**src/rtl/viterbi_traceback_pkg.sv**
```systemverilog
// Shared types for the K=3, 4-state Viterbi decoder: trellis state, decision column,
// traceback FSM encoding and the predecessor helper.
package viterbi_pkg;

    localparam int unsigned NST  = 4;
    localparam int unsigned ST_W = 2;

    typedef logic [ST_W-1:0] state_t;
    typedef logic [NST-1:0]  dec_col_t;

    typedef enum logic [1:0] {
        FILL,
        ACCEPT,
        TRAIN,
        DECODE
    } tb_fsm_t;

    // State s = {u_c, u_c-1}; its predecessor shifts in the stored survivor bit.
    function automatic state_t pred_state(state_t s, dec_col_t d);
        return {s[0], d[s]};
    endfunction

endpackage

```
**src/rtl/viterbi_traceback_if.sv**
```systemverilog
// Decision-column input and decoded-word output handshakes of the traceback stage.
interface viterbi_traceback_if #(
    parameter int unsigned L = 16
);
    import viterbi_pkg::*;

    logic           enable;
    logic           in_ready;
    dec_col_t       dec;
    state_t         best_state;
    logic           out_valid;
    logic           out_ready;
    logic [L-1:0]   out_word;

    modport master (
        output enable, dec, best_state, out_ready,
        input  in_ready, out_valid, out_word
    );

    modport slave (
        input  enable, dec, best_state, out_ready,
        output in_ready, out_valid, out_word
    );

endinterface

```
**src/rtl/viterbi_traceback_survivor_mem.sv**
```systemverilog
// Circular survivor memory: one decision column per trellis step, synchronous write,
// asynchronous read. Contents are intentionally not reset.
module tb_survivor_mem
    import viterbi_pkg::*;
#(
    parameter int unsigned DEPTH = 32,
    parameter int unsigned AW    = $clog2(DEPTH)
) (
    input  logic            clk,
    input  logic            we,
    input  logic [AW-1:0]   waddr,
    input  dec_col_t        wdata,
    input  logic [AW-1:0]   raddr,
    output dec_col_t        rdata
);

    dec_col_t mem_q [DEPTH];

    always_ff @(posedge clk) begin
        if (we) begin
            mem_q[waddr] <= wdata;
        end
    end

    assign rdata = mem_q[raddr];

endmodule

```
**src/rtl/viterbi_traceback.sv**
```systemverilog
// Block traceback after the ACS bank: stores decision columns, trains L steps back from
// the best state, then decodes the next-older L steps into one word (oldest bit in bit 0).
module viterbi_traceback
    import viterbi_pkg::*;
#(
    parameter int unsigned L = 16
) (
    input  logic                    clk,
    input  logic                    rst,
    viterbi_traceback_if.slave      bus
);

    localparam int unsigned AW = $clog2(2 * L);
    localparam int unsigned KW = $clog2(L);

    tb_fsm_t        state_q, state_d;
    logic [AW-1:0]  wr_ptr_q, wr_ptr_d;
    logic [AW-1:0]  rd_ptr_q, rd_ptr_d;
    logic [AW-1:0]  cnt_q, cnt_d;
    logic [KW-1:0]  step_q, step_d;
    state_t         best_q, best_d;
    state_t         tb_state_q, tb_state_d;
    logic [L-1:0]   shadow_q, shadow_d;
    logic [L-1:0]   out_word_q, out_word_d;
    logic           in_ready_q, in_ready_d;
    logic           out_valid_q, out_valid_d;

    logic           accept;
    logic           start_tb;
    dec_col_t       rd_col;

    assign accept = bus.enable & in_ready_q;

    tb_survivor_mem #(
        .DEPTH (2 * L),
        .AW    (AW)
    ) u_mem (
        .clk   (clk),
        .we    (accept),
        .waddr (wr_ptr_q),
        .wdata (bus.dec),
        .raddr (rd_ptr_q),
        .rdata (rd_col)
    );

    always_comb begin
        state_d     = state_q;
        wr_ptr_d    = wr_ptr_q;
        rd_ptr_d    = rd_ptr_q;
        cnt_d       = cnt_q;
        step_d      = step_q;
        best_d      = best_q;
        tb_state_d  = tb_state_q;
        shadow_d    = shadow_q;
        out_word_d  = out_word_q;
        out_valid_d = out_valid_q;
        start_tb    = 1'b0;

        if (accept) begin
            wr_ptr_d = wr_ptr_q + AW'(1);
            cnt_d    = cnt_q + AW'(1);
            best_d   = bus.best_state;
        end

        if (out_valid_q && bus.out_ready) begin
            out_valid_d = 1'b0;
        end

        unique case (state_q)
            FILL: begin
                if (accept && cnt_q == AW'(2 * L - 1)) begin
                    start_tb = 1'b1;
                end
            end
            ACCEPT: begin
                if (cnt_q == AW'(L) && !out_valid_q) begin
                    start_tb = 1'b1;
                end
            end
            TRAIN: begin
                tb_state_d = pred_state(tb_state_q, rd_col);
                rd_ptr_d   = rd_ptr_q - AW'(1);
                step_d     = step_q + KW'(1);
                if (step_q == KW'(L - 1)) begin
                    state_d = DECODE;
                end
            end
            DECODE: begin
                shadow_d[KW'(L - 1) - step_q] = tb_state_q[1];
                tb_state_d = pred_state(tb_state_q, rd_col);
                rd_ptr_d   = rd_ptr_q - AW'(1);
                step_d     = step_q + KW'(1);
                if (step_q == KW'(L - 1)) begin
                    out_word_d  = shadow_d;
                    out_valid_d = 1'b1;
                    state_d     = ACCEPT;
                end
            end
            default: state_d = FILL;
        endcase

        // Traceback starts from the column just committed (this edge's write in FILL).
        if (start_tb) begin
            state_d    = TRAIN;
            cnt_d      = '0;
            step_d     = '0;
            tb_state_d = best_d;
            rd_ptr_d   = wr_ptr_d - AW'(1);
        end

        in_ready_d = (state_d == FILL) || (state_d == ACCEPT && cnt_d < AW'(L));
    end

    always_ff @(posedge clk or negedge rst) begin
        if (!rst) begin
            state_q     <= FILL;
            wr_ptr_q    <= '0;
            rd_ptr_q    <= '0;
            cnt_q       <= '0;
            step_q      <= '0;
            best_q      <= '0;
            tb_state_q  <= '0;
            shadow_q    <= '0;
            out_word_q  <= '0;
            in_ready_q  <= 1'b1;
            out_valid_q <= 1'b0;
        end else begin
            state_q     <= state_d;
            wr_ptr_q    <= wr_ptr_d;
            rd_ptr_q    <= rd_ptr_d;
            cnt_q       <= cnt_d;
            step_q      <= step_d;
            best_q      <= best_d;
            tb_state_q  <= tb_state_d;
            shadow_q    <= shadow_d;
            out_word_q  <= out_word_d;
            in_ready_q  <= in_ready_d;
            out_valid_q <= out_valid_d;
        end
    end

    assign bus.in_ready  = in_ready_q;
    assign bus.out_valid = out_valid_q;
    assign bus.out_word  = out_word_q;

endmodule

```
**src/flat_wrapper.sv**
```systemverilog
// flat-port wrapper written by rule: the top's interface ports become plain ports
module viterbi_traceback_flat import viterbi_pkg::*;
#(
    parameter int unsigned L = 16
)
  (clk, rst, bus_enable, bus_dec, bus_best_state, bus_out_ready, bus_in_ready, bus_out_valid, bus_out_word);
  viterbi_traceback_if #(.L(L)) bus_i ();
  input  logic clk;
  input  logic rst;
  input wire logic [$bits(bus_i.enable)-1:0] bus_enable;
  input wire logic [$bits(bus_i.dec)-1:0] bus_dec;
  input wire logic [$bits(bus_i.best_state)-1:0] bus_best_state;
  input wire logic [$bits(bus_i.out_ready)-1:0] bus_out_ready;
  output wire logic [$bits(bus_i.in_ready)-1:0] bus_in_ready;
  output wire logic [$bits(bus_i.out_valid)-1:0] bus_out_valid;
  output wire logic [$bits(bus_i.out_word)-1:0] bus_out_word;
  assign bus_i.enable = bus_enable;
  assign bus_i.dec = bus_dec;
  assign bus_i.best_state = bus_best_state;
  assign bus_i.out_ready = bus_out_ready;
  assign bus_in_ready = bus_i.in_ready;
  assign bus_out_valid = bus_i.out_valid;
  assign bus_out_word = bus_i.out_word;
  viterbi_traceback #(.L(L)) u_core (.clk(clk), .rst(rst), .bus(bus_i));
endmodule
```
**config.mk**
```make
export PLATFORM = sky130hd
export DESIGN_NAME = viterbi_traceback_flat
export DESIGN_NICKNAME = d
export VERILOG_FILES = /design/src/rtl/viterbi_traceback_pkg.sv /design/src/rtl/viterbi_traceback_if.sv /design/src/rtl/viterbi_traceback_survivor_mem.sv /design/src/rtl/viterbi_traceback.sv /design/src/flat_wrapper.sv
export SDC_FILE = /design/constraint.sdc
export NUM_CORES = 1
export LEC_CHECK = 0
export BUFFER_PORTS_ARGS = -buffer_cell sky130_fd_sc_hd__buf_2
export CAP_MARGIN = 40
export CORE_MARGIN = 4
export CORE_UTILIZATION = 45
export CTS_CLUSTER_DIAMETER = 100
export DETAILED_ROUTE_END_ITERATION = 10
export GPL_TIMING_DRIVEN = 0
export SETUP_SLACK_MARGIN = 0.02
export SLEW_MARGIN = 20
export SYNTH_ARGS = -nofsm -noshare
export SYNTH_HDL_FRONTEND = slang
export SYNTH_SLANG_ARGS = --single-unit
export TNS_END_PERCENT = 5
```
**constraint.sdc**
```tcl
create_clock -name clk -period 4.6 [get_ports clk]
set_clock_uncertainty 0.1 [all_clocks]
set_input_delay 0 -clock clk [delete_from_list [all_inputs] [get_ports clk]]
set_output_delay 0 -clock clk [all_outputs]
set_load 0.1 [all_outputs]
```
-- After elaboration in Yosys (flattened, before gate mapping)
Memory sizes are Yosys's and may differ from the RTL's.
Cells that the tools add are included.
- $lt $le $gt $ge: 4
- bitwise logic cells: 1
- mux-type cells: 27
- reduce and logical (&&, ||, !) cells: 12
- equal/unequal tests: 7
- add/sub/neg operators: 6
- operators by type and width (cell ; number):
    $mux 5 ; 5
    $bwmux 16 ; 1
    $mux 2 ; 6
    $add 5x1->5 const B ; 2
    $eq 5x5->1 const B ; 2
    $sub 5x1->5 const B ; 2
    $mux 1 ; 9
    $mux 4 ; 2
    $logic_and 1x1->1 ; 5
    $lt 4x5->1 const B ; 1
    $lt 5x5->1 const B ; 1
    $add 4x1->4 const B ; 1
    $demux 1 s4 ; 1
    $eq 2x1->1 const B ; 2
    $eq 2x2->1 const B ; 2
    $eq 4x4->1 const B ; 1
    $ge 4x1->1 const B ; 1
    $logic_not 2->1 ; 2
    $pmux 2 s2 ; 1
    $sub 4x4->4 const A ; 1
    $lt 2x3->1 const B ; 1
    $bmux 1 s2 ; 1
    $pmux 1 s2 ; 1
    $reduce_and 2->1 ; 1
    other kinds (5) ; 5
- memories: 1
- register bits after elaboration: 59
- output and inout bits: 18
- memory bits (writable): 128
- input port bits: 10
- word-level logic and storage cells: 69
- memories (name ; depth ; bits a word ; read ports ; clocked after memory_dff ; wr ports ; RTL line ; source):
    u_core.u_mem.mem_q ; 32 ; 4 ; 1 ; 0 ; 1 ; viterbi_traceback_survivor_mem.sv:17 ; dec_col_t mem_q [DEPTH];

-- Longest topological paths before layout
- depth in word-level cells: 8
- depth in mapped cells: 12
- mapped depth without buffers: 12

-- Hierarchy
From an unflattened synthesis, not the netlist that was laid out.
- cell total of the unflattened synthesis: 480
- area total of the unflattened synthesis: 7870.0 µm²
- by module, submodules not included (module ; instances ; seq. area each (µm²) ; area each (µm²) ; cells each):
    tb_survivor_mem ; 1 ; 3843.7 ; 5058.6 ; 227
    viterbi_traceback ; 1 ; 1452.6 ; 2811.4 ; 253

-- Worst setup path after synthesis
OpenSTA, ideal clock, no wires.
- path kind: reg2reg
- from: register u_core.in_ready_q (netlist: u_core.bus.in_ready)
- to: register u_core.rd_ptr_q[4]
- required time: 4423 ps
- setup slack: 1502 ps
- setup time: 77 ps
- buffers on the path: 1
- cell stages (with the launch flop): 12
- period minus slack after synthesis: 3098 ps
- arrival: 2921 ps
- path through: dfstp_2 > and2_1 > clkbuf_1 > nand3_1 > o31a_1 > nor2_2 > mux2i_1 > ha_1 > a21boi_0 > xor2_1 > a21oi_1 > o21ai_1
- word-level cells in the longest chain between the ends: 5
- elaborated cells on any way between the ends: 8
- those cells by class: 1 x add/sub; 4 x mux; 1 x bitwise; 2 x reduce/logical
- ends and longest elaborated chain (element ; RTL line ; source):
    start: declaration ; viterbi_traceback.sv:25 ; logic in_ready_q, in_ready_d;
    start signal: assignment ; viterbi_traceback.sv:137 ; in_ready_q <= in_ready_d;
    $and 1x1->1 * ; viterbi_traceback.sv:32 ; assign accept = bus.enable & in_ready_q;
    branches (longest 4 deep; another with $sub 5x1->5) ; n/a ;
    end signal: assignment ; viterbi_traceback.sv:130 ; rd_ptr_q <= rd_ptr_d;
    end: declaration ; viterbi_traceback.sv:18 ; logic [AW-1:0] rd_ptr_q, rd_ptr_d;
Mark *: on every way between the ends.
A chain may end at the register's enable or synchronous reset.

-- Worst setup path in the final report
Ends and elaborated chain as after synthesis.

==> metrics.md <==
| Metric | Value |
|---|---|
| Status | `complete, but fails checks` |
| Failing checks | `negative hold slack` |
| # diodes | `0` |
| Fillers | `1485` |
| CP Class | `flop to flop` |
| Antenna viol nets, final | `0` |
| DRC | `0` |
| Main synth FF type | `edfxtp_1` |
| EDFF count, synth | `128` |
| DP HPWL | `12.2 mm` |
| Top cells by area, synth | `edfxtp_1 47%, dfrtp_1 18%, mux2i_1 6.0%` |
| Worst Tran Pin Value | `0.706 ns` |
| First-pass GRT wire length | `29.5 mm` |
| Count of input and output buffers | `27` |
| Hold-fix buffers, CTS | `8` |
| Number of global-route vias before repair | `5144` |
| Routed vias | `5004` |
| Final hold violation count | `9` |
| Worst setup EP type | `flop` |
| Largest net degree at the start of global routing | `60` |
| Max Clk Rate | `0.304 GHz` |
| Final #Nets | `670` |
| CP startpoint kind | `flop` |
| DRT iter0 DRCs | `403` |
| Tcrit/Tclk final | `0.714` |
| Layout cell share with drive strength beyond 1 | `0.160` |
| # rows | `49` |
| Hold_ws | `-0.00581 ns` |
| PD cells | `578 nW/µm²` |
| Area grow syn2layout | `14.0%` |
| Placement Cell Area | `8630 µm²` |
| CTS buffer count | `17` |
| Initial antenna violation count | `0` |
| Final min period | `3.29 ns` |
| GP Congestion | `0.865` |
| Synth Register Bits | `187` |
| WP data arrival | `3.54 ns` |
| VDD IR-drop max | `366 µV` |
| Area share of the largest cell type after synthesis | `0.469` |
| Clock Pin Slew Worst Setup and Hold Paths | `0.07 ns` |
| CTS Sinks | `187` |
| Unrepaired setup endpoints after global routing | `false` |
| Global route overflow | `0` |
| CP required | `4.86 ns` |
| TritonCTS clock tree | `yes` |
| Cell leakage power | `3.60 nW` |
| Setup Viol. Count Final | `0` |
| Area of the mapped netlist | `8200 µm²` |
| Multi-input logic area | `2690 µm²` |
| DRT Wirelength | `18.4 mm` |
| Vias per cell | `5.62` |
| Syn Area/Cell | `13.8 µm²` |
| Initial Utilization | `0.456` |
| CTS root buf | `clkbuf_16` |
| CTS H-tree depth | `4` |
| Post-Synthesis Net Count | `614` |
| Post_cts resized | `0` |
| Die ar. | `20400 µm²` |
| IO Pins | `28` |
| Core ar. | `18000 µm²` |
| Worst min-delay path category | `input pin to async pin` |
| Synth unique cells | `52` |
| Die Y | `143 µm` |
| Max Cap Viol | `0` |
| Die Wd | `143 µm` |
| Cell area after layout | `9350 µm²` |
| Max-slew violations | `0` |
| Longest Clk Path Bufs | `2` |
| Detailed-router iteration count before antenna repair | `5` |
| Syn. warnings | `0` |
| Synth Instances | `592` |
| Dominant cell type by area after synthesis | `edfxtp_1` |
| Sequential cell area | `5320 µm²` |
| Post-layout total power | `5.40 mW` |
| Register area share after synthesis | `0.649` |
| Worst-Skew Late Latency | `0.44 ns` |
| Setup bufs post-CTS | `0` |
| FFs w/ async S/R, synth | `0.316` |
| CP Max Fanout | `9` |
| Post-Route Setup TNS | `0 ns` |
| Max_slew headroom | `0.530` |
| Routed wire per std cell | `20.7 µm` |
| Total GRT Usage | `0.193` |
==> cell type report <==
| cell class | instances | share of cell area |
|---|---|---|
| Clock buffer | 18 | 0.0459 |
| Clock inverter | 14 | 0.0195 |
| Buffer | 34 | 0.0161 |
| Timing Repair Buffer | 37 | 0.0268 |
| Inverter | 10 | 0.00402 |
| Multi-Input combinational cell | 361 | 0.288 |
| Tap cell | 229 | 0.0307 |
| Sequential cell | 187 | 0.569 |
==> flip-flops by register name, indices dropped and copies added (netlist names) <==
| signal | flops |
|---|---|
| u_core.u_mem.mem_q | 128 |
| u_core.bus.out_word | 16 |
| u_core.shadow_q | 16 |
| u_core.cnt_q | 5 |
| u_core.rd_ptr_q | 5 |
| u_core.wr_ptr_q | 5 |
| u_core.step_q | 4 |
| u_core.best_q | 2 |
| u_core.state_q | 2 |
| u_core.tb_state_q | 2 |
| u_core.bus.in_ready | 1 |
| u_core.bus.out_valid | 1 |
==> Yosys cell counts (3+ instances only) <==
cell type,n
a211oi_1,3
a21oi_1,12
a22oi_1,6
and3_1,3
buf_2,6
clkbuf_1,24
dfrtp_1,58
edfxtp_1,128
ha_1,12
inv_1,10
mux2_2,18
mux2i_1,49
mux4_1,6
mux4_2,14
nand2_1,73
nand2b_1,3
nand3_1,14
nand3b_1,4
nand4_1,5
nor2_1,52
nor2b_1,6
nor3_1,6
o21ai_0,22
o21ai_1,6
xnor2_1,9
xor2_1,6
==> worst max-delay path, cell delays in order (launching register included) <==
cell and delay (ns):
dfstp_2 0.55, and2_1 0.12, clkbuf_1 0.33, nand3_1 0.16, o31a_1 0.24, nor2_2 0.43, mux2i_1 0.33, ha_1 0.31
a21boi_0 0.25, xor2_1 0.19, a21oi_1 0.08, o21ai_1 0.12
==> layer usage <==
metal | track usage | up-vias | part of all wire
met5 | 0 | - | 0
met4 | 0.0680 | 0 | 0.018
met3 | 0.0425 | 27 | 0.056
met2 | 0.309 | 155 | 0.48
met1 | 0.263 | 2520 | 0.44
li1 | - | 2302 | -
==> report_power, final <==
group	internal [mW]	switching, mW	leakage (nW)
registers	1.98	0.138	1.93
logic	0.650	1.10	1.37
clock network	0.869	0.659	0.301
==> cell families after synthesis <==
logic type,synth area share
compound gates,0.0521
xor+xnor,0.0160
fa+ha+maj,0.0183
buf+inv,0.0229
flops,0.649
mux,0.142
simple gates,0.0992
==> placed cells by master, fill, tap and decap left out, types with 8 or more instances in the layout <==
master,n
mux2_2,18
clkbuf_16,17
a21oi_1,12
ha_1,12
buf_2,33
xnor2_1,9
o21ai_0,22
dfrtp_1,58
mux2i_1,49
clkbuf_1,25
edfxtp_1,128
nand3_1,14
inv_1,10
dlygate4sd3_1,8
nor2_1,52
mux4_2,14
nand2_1,73
==> per-stage QoR <==
stage	worst slack (ns)	utilization	hold WS [ns]	instances
6_report	1.31	0.520	-0.00581	890
5_1_grt	0.994	0.520	0.0218	890
4_1_cts	1.33	0.519	0.0000504	889
3_5_place_dp	1.37	0.480	0.0232	849
3_3_place_gp	1.38	0.480	0.0896	848
2_1_floorplan	1.50	-	-0.396	592
==> worst paths after layout <==
path,from,to,slack (ns),depth (start not counted)
max in group asynchronous,rst,u_core.bus.in_ready,4.13,3
setup / recovery,u_core.bus.in_ready,u_core.rd_ptr_q[4],1.31,11
hold reg to reg,u_core.bus.out_word[0],u_core.bus.out_word[0],0.37,2
hold / removal,rst,u_core.cnt_q[3],-0.006,3
setup reg to reg,u_core.bus.in_ready,u_core.rd_ptr_q[4],1.31,11
min in group clk,bus_dec[0],u_core.u_mem.mem_q[23][0],0.01,1
No activity file was read; power rests on OpenSTA's default activity.
